$ cat config.mk
export PLATFORM = sky130hd
export DESIGN_NAME = vga_timing_generator
export DESIGN_NICKNAME = d
export VERILOG_FILES = /design/src/rtl/vga_timing_generator.sv
export SDC_FILE = /design/constraint.sdc
export NUM_CORES = 1
export LEC_CHECK = 0
export CAP_MARGIN = 20
export CORE_ASPECT_RATIO = 1.25
export CORE_MARGIN = 1
export CORE_UTILIZATION = 50
export DETAILED_ROUTE_END_ITERATION = 7
export PLACE_DENSITY = 0.75
export SETUP_SLACK_MARGIN = 0.1
export SYNTH_ARGS = -nofsm -noshare
export SYNTH_HDL_FRONTEND = slang
export SYNTH_SLANG_ARGS = --single-unit
$ cat constraint.sdc
create_clock -name CLOCK_25 -period 3.5 [get_ports CLOCK_25]
set_input_delay 0.525 -clock CLOCK_25 [delete_from_list [all_inputs] [get_ports CLOCK_25]]
set_output_delay 0.525 -clock CLOCK_25 [all_outputs]
set_load 0.005 [all_outputs]
$ cat src/rtl/vga_timing_generator.sv
// 640x480@60 raster scanner: counters (stage 0), coordinates/sync decode (stage 1), pins (stage 2).
// Optional VGA_TEST_PATTERN_EN adds a test_mode input that replaces color with 8 vertical colour bars.
module vga_timing_generator #(
  parameter int unsigned H_VISIBLE = 640,
  parameter int unsigned H_FRONT   = 16,
  parameter int unsigned H_SYNC    = 96,
  parameter int unsigned H_BACK    = 48,
  parameter int unsigned V_VISIBLE = 480,
  parameter int unsigned V_FRONT   = 10,
  parameter int unsigned V_SYNC    = 2,
  parameter int unsigned V_BACK    = 33,
  parameter bit          SYNC_POL  = 1'b0
) (
  input  logic        CLOCK_25,
  input  logic        RESET_N,
`ifdef VGA_TEST_PATTERN_EN
  input  logic        test_mode,
`endif
  input  logic [2:0]  color,
  output logic [11:0] x,
  output logic [11:0] y,
  output logic        vga_r,
  output logic        vga_g,
  output logic        vga_b,
  output logic        hsync,
  output logic        vsync,
  output logic        blank_n,
  output logic        frame_tick
);

  localparam logic [11:0] H_VIS    = 12'(H_VISIBLE);
  localparam logic [11:0] V_VIS    = 12'(V_VISIBLE);
  localparam logic [11:0] H_LAST   = 12'(H_VISIBLE + H_FRONT + H_SYNC + H_BACK - 1);
  localparam logic [11:0] V_LAST   = 12'(V_VISIBLE + V_FRONT + V_SYNC + V_BACK - 1);
  localparam logic [11:0] HS_START = 12'(H_VISIBLE + H_FRONT);
  localparam logic [11:0] HS_END   = 12'(H_VISIBLE + H_FRONT + H_SYNC - 1);
  localparam logic [11:0] VS_START = 12'(V_VISIBLE + V_FRONT);
  localparam logic [11:0] VS_END   = 12'(V_VISIBLE + V_FRONT + V_SYNC - 1);

  logic [11:0] h_cnt, v_cnt;
  logic        active_c, hs_c, vs_c, tick_c;
  logic        active_d, hs_d, vs_d;
  logic [2:0]  pix;

  // stage 0: raster counters
  always_ff @(posedge CLOCK_25 or negedge RESET_N) begin
    if (!RESET_N) begin
      h_cnt <= '0;
      v_cnt <= '0;
    end else if (h_cnt == H_LAST) begin
      h_cnt <= '0;
      v_cnt <= (v_cnt == V_LAST) ? 12'd0 : v_cnt + 12'd1;
    end else begin
      h_cnt <= h_cnt + 12'd1;
    end
  end

  always_comb begin
    active_c = (h_cnt < H_VIS) && (v_cnt < V_VIS);
    hs_c     = (h_cnt >= HS_START) && (h_cnt <= HS_END);
    vs_c     = (v_cnt >= VS_START) && (v_cnt <= VS_END);
    tick_c   = (h_cnt == 12'd0) && (v_cnt == V_VIS);
  end

  // stage 1: 1-based coordinates feed img_generator, decoded sync held for stage 2
  always_ff @(posedge CLOCK_25 or negedge RESET_N) begin
    if (!RESET_N) begin
      x          <= '0;
      y          <= '0;
      active_d   <= 1'b0;
      hs_d       <= 1'b0;
      vs_d       <= 1'b0;
      frame_tick <= 1'b0;
    end else begin
      x          <= active_c ? h_cnt + 12'd1 : 12'd0;
      y          <= active_c ? v_cnt + 12'd1 : 12'd0;
      active_d   <= active_c;
      hs_d       <= hs_c;
      vs_d       <= vs_c;
      frame_tick <= tick_c;
    end
  end

`ifdef VGA_TEST_PATTERN_EN
  localparam logic [11:0] BAR_W = 12'(H_VISIBLE / 8);
  logic [11:0] x_m1, bar;
  // x-1 wraps when x=0, but that pixel is blanked so the bar index is don't-care
  always_comb begin
    x_m1 = x - 12'd1;
    bar  = x_m1 / BAR_W;
    pix  = test_mode ? bar[2:0] : color;
  end
`else
  always_comb pix = color;
`endif

  // stage 2: colour sampled against the stage-1 x/y, all pins from the same stage-1 state
  always_ff @(posedge CLOCK_25 or negedge RESET_N) begin
    if (!RESET_N) begin
      {vga_r, vga_g, vga_b} <= 3'b000;
      blank_n <= 1'b0;
      hsync   <= ~SYNC_POL;
      vsync   <= ~SYNC_POL;
    end else begin
      {vga_r, vga_g, vga_b} <= active_d ? pix : 3'b000;
      blank_n <= active_d;
      hsync   <= hs_d ? SYNC_POL : ~SYNC_POL;
      vsync   <= vs_d ? SYNC_POL : ~SYNC_POL;
    end
  end

endmodule

# Word level (Yosys, flattened, before mapping)

Cells that the tools add are included.

Register bits: 58
Input port bits: 5
Output and inout port bits: 31
Word-level logic and storage cells: 37

$add $sub $neg: 2
Magnitude comparators: 6
Equality and inequality tests: 3
Multiplexer cells: 7
Reductions and logical operators: 5

Operators with widths:

| operator                                                            | number |
|---|---|
| two-way mux 12 bit                                                  | 4 |
| adder 12 x 1 -> 12 bit, second input constant                       | 2 |
| equality test 12 x 10 -> 1 bit, second input constant               | 2 |
| equality test 12 x 9 -> 1 bit, second input constant                | 1 |
| greater-or-equal comparator 12 x 10 -> 1 bit, second input constant | 1 |
| greater-or-equal comparator 12 x 9 -> 1 bit, second input constant  | 1 |
| <= comparator 12 x 10 -> 1 bit, second input constant               | 1 |
| <= comparator 12 x 9 -> 1 bit, second input constant                | 1 |
| zero test 12 bit                                                    | 1 |
| less-than comparator 12 x 10 -> 1 bit, second input constant        | 1 |
| less-than comparator 12 x 9 -> 1 bit, second input constant         | 1 |
| logical AND 1 bit                                                   | 4 |
| two-way mux 3 bit                                                   | 1 |
| two-way mux 1 bit                                                   | 2 |

# Logic depth before layout (Yosys ltp)

Depth in word-level cells: 3
Mapped depth: 6
Depth with buffers taken out: 6

# Worst setup path after synthesis

No wires, ideal clock.

Kind: reg2reg
From: register h_cnt[6]
To: register v_cnt[4]
Library setup time: 0.083 ns
Arrival: 2.077 ns
Data required time: 3.417 ns
Setup slack: 1.340 ns
Stages on the path, launching flop included: 7
Buffers on the path: 2
Clock period less this slack: 2.160 ns
Cells stage by stage: dfrtp_1 > buf_6 > or4b_4 > or4_4 > buf_6 > or4_1 > o21ai_0

Word-level cells in the longest chain between the ends: 1

RTL lines:

| element                        | RTL line | source |
|---|---|---|
| from (decl)                    | 40       | `logic [11:0] h_cnt, v_cnt;` |
| from (signal assigned)         | 54       | `h_cnt <= h_cnt + 12'd1;` |
| equality test 12 x 10 -> 1 bit | 50       | `end else if (h_cnt == H_LAST) begin` |
| to (signal assigned)           | 52       | `v_cnt <= (v_cnt == V_LAST) ? 12'd0 : v_cnt + 12'd1;` |
| to (decl)                      | 40       |  |

Every way passes these cells.
A chain may end at the register's enable or synchronous reset.

# Worst setup path after layout

From: register h_cnt[7]
To: register v_cnt[8]

Same word-level chain as after synthesis.

==> results.toml <==
[cells_and_area]
n_fill_cell = 349
nNetsFinal = 272
seqCellArea_um2 = 1450
antenna_cells = 0
drive_gt1_frac = 0.101
area_growth_pct = 26.6
multi_input_area_um2 = 867
stdcell_area_um2 = 3060

[grt]
grt_usage = 0.212
grt_pass1_wl_um = 7840
antenna_found_initial = 0
grt_pass1_vias = 1697
grt_overflow = 0
grt_start_max_net_pins = 43

[logic_synthesis]
synthArstFlopShare = 1.00
synth.most_common_cell = "dfrtp_1"
ys_ff_latch = 58
synth_edf_count = 0
synth_largest_type_area_fraction = 0.580
ys_seq_area_frac = 0.602
synth_cells = 221
synth_area_um2 = 2420
synthFlopType = "dfrtp_1"
synth_area_leaders = "dfrtp_1, nor2_1, xor2_1"
yosysTopAreaCell = "dfrtp_1"
yosysWarnings = 0
synthTopCellsByCount = "dfrtp_1, nor2_1, inv_1, nand2_1, xor2_1"
syn-mean-instance-area_um2 = 10.9
synth_cell_types = 35

[sta]
fmax_mhz = 438
clock_skew_ns = 0.00774
hold_violations = 0
min_period_over_period = 0.652
setup_violations = 0
min_period_ns = 2.28
worstMarginPinSlew_ns = 0.889
slew_viol_final = 0
setup_tns_ns = 0
relSlewSlack = 0.408
rsz0062_at_grt = "no"

[floorplan]
coreArea_um2 = 4530
pin_count = 36
die_area_um2 = 5120
rows = 27
die_w_um = 64.2
die_h_um = 79.7
initial_utilization = 0.534

[routing]
dr_total_vias = 1736
dr.pass1.iters = 4
drt-vias-per-instance = 5.33
wl_per_cell_um = 14.4
ant_nets = 0
drt-total-wl_um = 4690
drtIter0Drc = 91
drc_errors = 0

[clocking]
clockRootBuffer = "clkbuf_8"
cts.hold.buffers_added = 0
htreeDepth = 3
cts_setup_buffers = 0
cts-buffers-inserted = 9
cts.path.max_buffers = 2
clk_pin_slew_ns = 0.07
clock-sinks = 58
insertion_delay_ns = 0.34
tritoncts = "done"
ctsResizeCount = 0

[critical_path]
end_kind = "register"
start_kind = "register"
crit_path_max_fanout = 10
worstPathRequired_ns = 3.75
crit_type = "register to register"
cp_data_arrival_time_ns = 2.53

[status]
outcome = "complete, no violations"

[placement]
place_hpwl_um = 3160
routabilityCongestion = 0.907
port_buffers = 35
placed_area_um2 = 2810

[pwr]
peakVddDrop_v = 0.000390
total_power_mw = 1.47
powerDensity_nw_per_um2 = 481
p_leak_nw = 1.37

[run]
drv_cap = 0

[hold_path]
min_path_type = "input port to async pin"
sequential cells by signal, summed over array words and instances, names as in the netlist, 12 cells and up:
| signal | flops |
|---|---|
| h_cnt | 12 |
| y | 12 |
| x | 12 |
| v_cnt | 12 |
per-layer routing:
layer	GRT usage	up-vias	routed length, um
li1	-	833	-
met1	0.237	846	1940
met2	0.361	47	2450
met3	0.0686	10	204
met4	0.104	0	85
met5	0	-	0
placed cells by master (no fill, tap or decap), types with 2 or more instances in the layout:
| master | instances |
|---|---|
| buf_4 | 2 |
| and4_1 | 5 |
| nand2_1 | 13 |
| a31oi_1 | 7 |
| clkbuf_8 | 10 |
| nor2_1 | 29 |
| dfrtp_1 | 56 |
| nor4bb_1 | 2 |
| nand3_1 | 8 |
| ha_1 | 4 |
| conb_1 | 5 |
| and2_1 | 6 |
| clkinvlp_4 | 2 |
| bufinv_16 | 3 |
| o31ai_1 | 2 |
| nor3_1 | 6 |
| dfstp_2 | 2 |
| a21oi_1 | 4 |
| or4_1 | 4 |
| o21ai_0 | 8 |
| nand4_1 | 8 |
| xor2_1 | 10 |
| nor2b_1 | 2 |
| clkdlybuf4s50_1 | 34 |
| xnor2_1 | 7 |
| inv_1 | 14 |
| nor4_1 | 4 |
metrics by stage:
step,utilization,hold WS (ns),cells,setup WS (ns)
floorplan,-,0.229,225,1.34
global placement,0.620,0.339,310,1.32
detailed placement,0.620,0.365,310,1.25
CTS,0.676,0.326,326,1.23
global route,0.676,0.382,326,0.972
finish,0.676,0.311,326,1.22
logic make-up (layout without fill, tap and decap cells):
kind of cell | after synthesis | in the layout | share of synthesized area
AOI/OAI and AO/OA | 23 | 23 | 0.0559
xor gates and xnor gates | 17 | 17 | 0.0616
adders and majority gates | 4 | 4 | 0.0207
buffers and inverters | 24 | 67 | 0.0456
DFF | 58 | 58 | 0.602
other | 1 | 5 | 0.00155
and+or+nand+nor | 94 | 94 | 0.213
final timing paths:
| kind | start | endpoint | slack, ns | cells past startpoint |
|---|---|---|---|---|
| min in group CLOCK_25 | hs_d | hsync | 0.36 | 1 |
| min reg2reg | hs_d | hsync | 0.36 | 1 |
| max reg2reg | h_cnt[7] | v_cnt[8] | 1.22 | 5 |
| max in group asynchronous | RESET_N | v_cnt[7] | 2.42 | 2 |
| max | h_cnt[7] | v_cnt[8] | 1.22 | 5 |
| min | RESET_N | y[9] | 0.31 | 1 |
worst max-delay path, stage by stage, from the launching register on:
cell and delay, ns:
dfrtp_1 0.45, or4b_4 0.57, nor4_2 0.55, buf_4 0.29
nand2_1 0.11, o31ai_1 0.22
final cells by class:
class,count,share of cell area
well taps,58,0.0237
clock buffers,10,0.0450
inverters,14,0.0172
repair buffers,37,0.118
flip-flops and latches,58,0.475
multi-input cells,143,0.284
clock inverters,6,0.0372
power by group:
group | switching [mW] | internal, mW
clock | 0.272 | 0.493
sequential | 0.00106 | 0.675
combinational | 0.0161 | 0.0126
total | 0.289 | 1.18
Power figures use the tool's default switching activity.
